File: src/rtl/hazard_pkg.sv
// Shared definitions for the pipeline hazard controller.
//   FWD_*        : forwarding mux select encodings for ForwardAE/ForwardBE
//   RESULT_LOAD  : ResultSrcE encoding that marks a load in execute
//   state_t      : data-memory wait FSM states
//   fwd_sel()    : forwarding select for one execute-stage source register
package hazard_pkg;

   localparam logic [1:0] FWD_RF  = 2'b00;  // register file read data
   localparam logic [1:0] FWD_WB  = 2'b01;  // ResultW
   localparam logic [1:0] FWD_MEM = 2'b10;  // ALUResultM

   localparam logic [1:0] RESULT_LOAD = 2'b01;

   typedef enum logic [1:0] {
      IDLE = 2'd0,
      WAIT = 2'd1,
      ERR  = 2'd2
   } state_t;

   // x0 is hardwired to zero, so it is never forwarded. The younger
   // producer (M) wins over the older one (W).
   function automatic logic [1:0] fwd_sel(input logic [4:0] rs,
                                          input logic [4:0] rd_m,
                                          input logic       we_m,
                                          input logic [4:0] rd_w,
                                          input logic       we_w);
      logic [1:0] sel;
      sel = FWD_RF;
      if (rs != 5'd0) begin
         if (rs == rd_m && we_m)
            sel = FWD_MEM;
         else if (rs == rd_w && we_w)
            sel = FWD_WB;
      end
      return sel;
   endfunction

endpackage

File: src/rtl/sat_counter.sv
// Saturating event counter.
//   clk   : rising-edge clock
//   clr   : synchronous clear, dominates inc
//   inc   : count one event this cycle
//   count : current value, holds at all-ones
module sat_counter #(
   parameter int W = 32
) (
   input  logic         clk,
   input  logic         clr,
   input  logic         inc,
   output logic [W-1:0] count
);

   always_ff @(posedge clk) begin
      if (clr)
         count <= '0;
      else if (inc && count != '1)
         count <= count + 1'b1;
   end

endmodule

File: src/rtl/pipeline_hazard_ctrl.sv
// Hazard / stall / flush controller for a 5-stage pipeline.
// Drives the stall and clear inputs of every pipeline latch; FlushE is the
// clr of the decode->execute latch. RAW hazards are forwarded, load-use
// hazards get a one-cycle stall plus bubble, taken branches/jumps flush D and
// E, and the whole pipe freezes while data memory is not ready. A memory
// access that stays not-ready past MEM_TIMEOUT wait cycles sets the sticky
// mem_err flag and freezes the pipe until reset.
//
// Optional feature: define PIPE_PERF_CNT_EN to build the stall/flush
// performance counters; otherwise stall_cnt and flush_cnt are tied to 0.
//
// Ports:
//   clk, rst                 clock, synchronous active-high reset
//   Rs1D, Rs2D               decode-stage source registers
//   Rs1E, Rs2E               execute-stage source registers
//   RdE, RdM, RdW            destination registers in E/M/W
//   ResultSrcE               2'b01 marks a load in execute
//   RegWriteM, RegWriteW     M/W stage write the register file
//   PCSrcE                   taken branch / jump / jalr resolved in execute
//   mem_req_M, mem_ready_M   data-memory request / completion in M
//   ForwardAE, ForwardBE     forwarding selects for the ALU operands
//   StallF..StallM           hold the corresponding latch
//   FlushD, FlushE, FlushW   clear the corresponding latch at the next edge
//   mem_err                  sticky memory timeout flag
//   stall_cnt, flush_cnt     performance counters
module pipeline_hazard_ctrl
   import hazard_pkg::*;
#(
   parameter int MEM_TIMEOUT = 16,
   parameter int CNT_W       = 32
) (
   input  logic             clk,
   input  logic             rst,
   input  logic [4:0]       Rs1D,
   input  logic [4:0]       Rs2D,
   input  logic [4:0]       Rs1E,
   input  logic [4:0]       Rs2E,
   input  logic [4:0]       RdE,
   input  logic [4:0]       RdM,
   input  logic [4:0]       RdW,
   input  logic [1:0]       ResultSrcE,
   input  logic             RegWriteM,
   input  logic             RegWriteW,
   input  logic             PCSrcE,
   input  logic             mem_req_M,
   input  logic             mem_ready_M,
   output logic [1:0]       ForwardAE,
   output logic [1:0]       ForwardBE,
   output logic             StallF,
   output logic             StallD,
   output logic             StallE,
   output logic             StallM,
   output logic             FlushD,
   output logic             FlushE,
   output logic             FlushW,
   output logic             mem_err,
   output logic [CNT_W-1:0] stall_cnt,
   output logic [CNT_W-1:0] flush_cnt
);

   localparam logic [7:0] TIMEOUT_CNT = 8'(MEM_TIMEOUT);

   state_t     state, state_nxt;
   logic [7:0] wait_cnt, wait_cnt_nxt;
   logic       mem_err_nxt;
   logic       lw_stall;
   logic       mem_stall;

   // ---------------- memory wait FSM ----------------
   always_ff @(posedge clk) begin
      // NOTE: clocked state uses non-blocking assignments only, so every
      // register samples the pre-edge values regardless of statement order.
      if (rst) begin
         state    <= IDLE;
         wait_cnt <= '0;
         mem_err  <= 1'b0;
      end else begin
         state    <= state_nxt;
         wait_cnt <= wait_cnt_nxt;
         mem_err  <= mem_err_nxt;
      end
   end

   always_comb begin
      // NOTE: every variable gets a default before any branch; a path that
      // leaves one unassigned would infer a latch.
      state_nxt    = state;
      wait_cnt_nxt = wait_cnt;
      mem_err_nxt  = mem_err;
      unique case (state)
         IDLE: begin
            if (mem_req_M && !mem_ready_M) begin
               state_nxt    = WAIT;
               wait_cnt_nxt = 8'd1;
            end
         end
         WAIT: begin
            if (mem_ready_M) begin
               state_nxt    = IDLE;
               wait_cnt_nxt = '0;
            end else if (wait_cnt == TIMEOUT_CNT) begin
               state_nxt   = ERR;
               mem_err_nxt = 1'b1;
            end else begin
               wait_cnt_nxt = wait_cnt + 8'd1;
            end
         end
         ERR:     ;  // terminal until reset
         default: state_nxt = IDLE;
      endcase
   end

   // ---------------- hazard detection ----------------
   assign lw_stall  = (ResultSrcE == RESULT_LOAD) && (RdE != 5'd0) &&
                      ((Rs1D == RdE) || (Rs2D == RdE));

   assign mem_stall = ((state == WAIT || state == IDLE) && mem_req_M && !mem_ready_M) ||
                      (state == ERR);

   // A branch or load-use that coincides with a memory stall is simply held
   // in its latch by the freeze and gets acted on once the stall releases.
   always_comb begin
      ForwardAE = FWD_RF;
      ForwardBE = FWD_RF;
      StallF    = 1'b0;
      StallD    = 1'b0;
      StallE    = 1'b0;
      StallM    = 1'b0;
      FlushD    = 1'b0;
      FlushE    = 1'b0;
      FlushW    = 1'b0;
      if (rst) begin
         // Clear the D/E/W latches while reset is held.
         FlushD = 1'b1;
         FlushE = 1'b1;
         FlushW = 1'b1;
      end else begin
         ForwardAE = fwd_sel(Rs1E, RdM, RegWriteM, RdW, RegWriteW);
         ForwardBE = fwd_sel(Rs2E, RdM, RegWriteM, RdW, RegWriteW);
         if (mem_stall) begin
            // Freeze F..M; the bubble into W keeps the stalled access from
            // retiring more than once.
            StallF = 1'b1;
            StallD = 1'b1;
            StallE = 1'b1;
            StallM = 1'b1;
            FlushW = 1'b1;
         end else if (PCSrcE) begin
            // The flush discards the decode instruction, so StallD is moot,
            // but the fetch PC is still held while a load-use is pending.
            FlushD = 1'b1;
            FlushE = 1'b1;
            StallF = lw_stall;
         end else if (lw_stall) begin
            StallF = 1'b1;
            StallD = 1'b1;
            FlushE = 1'b1;
         end
      end
   end

   // ---------------- performance counters ----------------
`ifdef PIPE_PERF_CNT_EN
   sat_counter #(.W(CNT_W)) u_stall_cnt (
      .clk   (clk),
      .clr   (rst),
      .inc   (StallF),
      .count (stall_cnt)
   );

   sat_counter #(.W(CNT_W)) u_flush_cnt (
      .clk   (clk),
      .clr   (rst),
      .inc   (FlushD | FlushE),
      .count (flush_cnt)
   );
`else
   assign stall_cnt = '0;
   assign flush_cnt = '0;
`endif

endmodule

File: config.mk
export PLATFORM = sky130hd
export DESIGN_NAME = pipeline_hazard_ctrl
export DESIGN_NICKNAME = d
export VERILOG_FILES = /design/src/rtl/hazard_pkg.sv /design/src/rtl/sat_counter.sv /design/src/rtl/pipeline_hazard_ctrl.sv
export SDC_FILE = /design/constraint.sdc
export NUM_CORES = 1
export LEC_CHECK = 0
export ABC_AREA = 1
export CAP_MARGIN = 20
export CORE_AREA = 2 2 58 88
export DETAILED_ROUTE_END_ITERATION = 12
export DIE_AREA = 0 0 60 90
export HOLD_SLACK_MARGIN = 0.15
export PLACE_DENSITY = 0.85
export SLEW_MARGIN = 20
export SYNTH_ARGS = -nofsm -noshare
export SYNTH_HDL_FRONTEND = slang
export SYNTH_HIERARCHICAL = 1
export SYNTH_SLANG_ARGS = --single-unit
File: constraint.sdc
create_clock -name clk -period 3.5 [get_ports clk]
set_clock_uncertainty 0.2 [all_clocks]
set_input_delay 1.05 -clock clk [delete_from_list [all_inputs] [get_ports clk]]
set_output_delay 1.05 -clock clk [all_outputs]
set_load 0.05 [all_outputs]
==> results.json <==
{
  "grt_pass1_vias": 1647,
  "core_area_mm2": 0.00469,
  "detail-route-antenna-nets": 0,
  "cts_tree": "built",
  "antenna_cells": 0,
  "fin_setup_tns_ns": 0,
  "worst_slack_ns": 0.0618,
  "max_freq_ghz": 0.291,
  "cp_top_family": "buffers and inverters",
  "placed_cell_area_mm2": 0.00233,
  "yosysMostFrequentCell": "buf_4",
  "pre_cts_ws_ns": -0.304,
  "root_buffer": "clkbuf_8",
  "synth_cells": 290,
  "hold-path-endpoint": "mem_err",
  "min_period_ns": 3.44,
  "whs_path_depth": 2,
  "cts.reportedPaths.clkPinSlew_ns": 0.05,
  "worst_setup_path_end_kind": "output pin",
  "required_ns": 2.25,
  "cp.arrival_ns": 2.19,
  "grt_max_degree": 14,
  "wl_per_cell_um": 10.1,
  "design_area_mm2": 0.00247,
  "worst_hold_path_type": "reg2reg",
  "rsz0062_at_grt": "no",
  "synthTopCellsByArea": "buf_4 (28%), dfxtp_1 (13%), nand2_1 (12%)",
  "synth_edf_count": 0,
  "critPathLaunchType": "input port",
  "synth.top_cells.by_count": "buf_4 (65), nand2_1 (54), inv_1 (45), nor2_1 (28), nand3_1 (14)",
  "track_usage_pct": 15.1,
  "hp-start": "mem_err",
  "ys_warn_count": 6,
  "syn_area_mm2": 0.00175,
  "leakage_nw": 1.32,
  "place.gp.congestion": 0.833,
  "clockBufferDepth": 2,
  "async_flop_share_pct": 0,
  "wl_um": 4300,
  "cts_buffers": 3,
  "rr_endpoint": "state[0]",
  "grt_first_pass_wirelength_um": 6470,
  "ios": 120,
  "cts_hold_buf": 0,
  "ys.flop_type": "dfxtp_1",
  "cpPeakStageDelay_ns": 0.46,
  "drt_iter0_markers": 40,
  "crit_path_max_fanout": 2,
  "yosys.area.top_type": "buf_4",
  "regToRegStartpoint": "wait_cnt[0]",
  "port_buffers": 55,
  "peakVddDrop_v": 0.000131,
  "finalPower_uw": 610,
  "via_per_inst": 4.31,
  "crit_buf_inv": 2,
  "area_delta_synth_final_pct": 40.9,
  "drv_cap": 0,
  "synth_cell_type_count": 29,
  "ys_ff_latch": 11,
  "antenna_found_initial": 0,
  "nNetsFinal": 408,
  "dp_cells": 419,
  "drcViolationCount": 0,
  "period_share_pct": 98.2,
  "hold_violations": 0,
  "die_area_mm2": 0.00540,
  "reg2reg_slack_ns": 1.93,
  "yosysTopAreaCellShare_pct": 27.8,
  "setup_violations": 0,
  "die_h_um": 90,
  "dp_hpwl_um": 3630,
  "finalNonFillerCells": 427,
  "slew_viol_final": 0,
  "vias": 1842,
  "worstSkewPairLatency_ns": 0.24,
  "initial_core_util_pct": 37.4,
  "cp_slowest_cell": "clkdlybuf4s50_1",
  "p_per_area_mw_per_mm2": 247,
  "ys_seq_area_share_pct": 12.6,
  "outcome": "finished clean",
  "drive_gt1_share_pct": 22.4,
  "htreeDepth": 1,
  "reg2reg_depth": 7,
  "drtPass1Iterations": 4,
  "path_class": "in2out",
  "avgSynthCellArea_um2": 6.05,
  "cp_cell_sequence": "clkdlybuf4s50_1 -> nand2_1 -> nor3_2 -> nand4_1 -> nor2_2 -> buf_12",
  "core.rowCount": 31,
  "clock_sinks": 11,
  "die_w_um": 60,
  "grt_overflow": 0
}
[sequential cells by signal, summed over array words and instances (netlist names)]
| signal | cells |
|---|---|
| mem_err | 1 |
| state | 2 |
| wait_cnt | 8 |
[metal layers]
metal	share of wire, %	GRT usage (%)	vias up
met1	31	12.5	797
met2	58	31.6	114
met3	8.3	1.73	9
met5	0	0	-
li1	-	-	922
met4	2.0	6.67	0
[what timing repair did]
action,4_1_cts,5_1_grt
pin swaps,25,7
resized for setup,62,18
setup buffers,3,1
endpoints found under the setup margin,8,6
cloned,0,0
[cells in the final DEF (no fill, tap or decap), types with 4 or more instances in the layout]
| cell | instances |
|---|---|
| inv_2 | 12 |
| inv_1 | 37 |
| nand4_1 | 7 |
| nand2_1 | 51 |
| a21oi_1 | 8 |
| nand3_1 | 14 |
| nor2_1 | 20 |
| o21ai_0 | 4 |
| conb_1 | 64 |
| dfxtp_1 | 11 |
| nor2_2 | 11 |
| o22ai_1 | 5 |
| nand2_4 | 6 |
| clkdlybuf4s50_1 | 5 |
| a21oi_2 | 6 |
| xnor2_1 | 6 |
| buf_4 | 15 |
| buf_12 | 11 |
| dlygate4sd2_1 | 34 |
[worst min-delay path, delay by kind of cell (launching register included)]
| kind | cells | cell delay [ns] |
|---|---|---|
| AO/OA/AOI/OAI | 1 | 0.05 |
| buffers and inverters | 1 | 0.05 |
| flip-flops | 1 | 0.30 |
[stage by stage]
step / utilization [%] / hold WS (ns)
6_report: 52.7 / 0.252
5_1_grt: 52.7 / 0.300
4_1_cts: 51.4 / 0.256
3_5_place_dp: 49.7 / 0.248
3_3_place_gp: 49.7 / 0.237
2_1_floorplan: - / 0.252
[final cells by class]
| type | instances | area, um2 |
|---|---|---|
| Clock buffer | 4 | 45.0 |
| Fill cell | 430 | 2220 |
| Inverter | 50 | 195 |
| Multi-Input combinational cell | 226 | 1200 |
| Sequential cell | 11 | 220 |
| Tap cell | 66 | 82.6 |
| Timing Repair Buffer | 70 | 726 |
[worst max path at each step]
stage / depth (start not counted) / start / to / slack (ns)
3_3_place_gp: 10 / RdE[3] / FlushE / -0.22
5_1_grt: 8 / RdM[3] / ForwardBE[1] / 0.0001
2_1_floorplan: 8 / RdE[3] / StallF / 0.005
3_5_place_dp: 10 / RdE[1] / StallF / -0.30
4_1_cts: 6 / RdW[3] / ForwardAE[0] / 0.003
6_report: 6 / RegWriteW / ForwardAE[0] / 0.06
[cell families after synthesis]
| group | Yosys count | synth area share [%] |
|---|---|---|
| AND/OR/NAND/NOR | 122 | 33.1 |
| buffers and inverters | 116 | 38.7 |
| AO/OA/AOI/OAI | 32 | 11.0 |
| flip-flops | 11 | 12.6 |
| XOR/XNOR | 6 | 3.00 |
| adder cells (fa/ha/maj) | 2 | 1.43 |
| other | 1 | 0.214 |
[report_power, final]
part / switching, mW / leakage, nW / internal, mW
combinational: 0.256 / 1.21 / 0.0931
sequential: 0.00308 / 0.0891 / 0.128
clock: 0.0487 / 0.0228 / 0.0800
total: 0.308 / 1.32 / 0.302
Note: power is estimated with default switching activity, not from simulation.
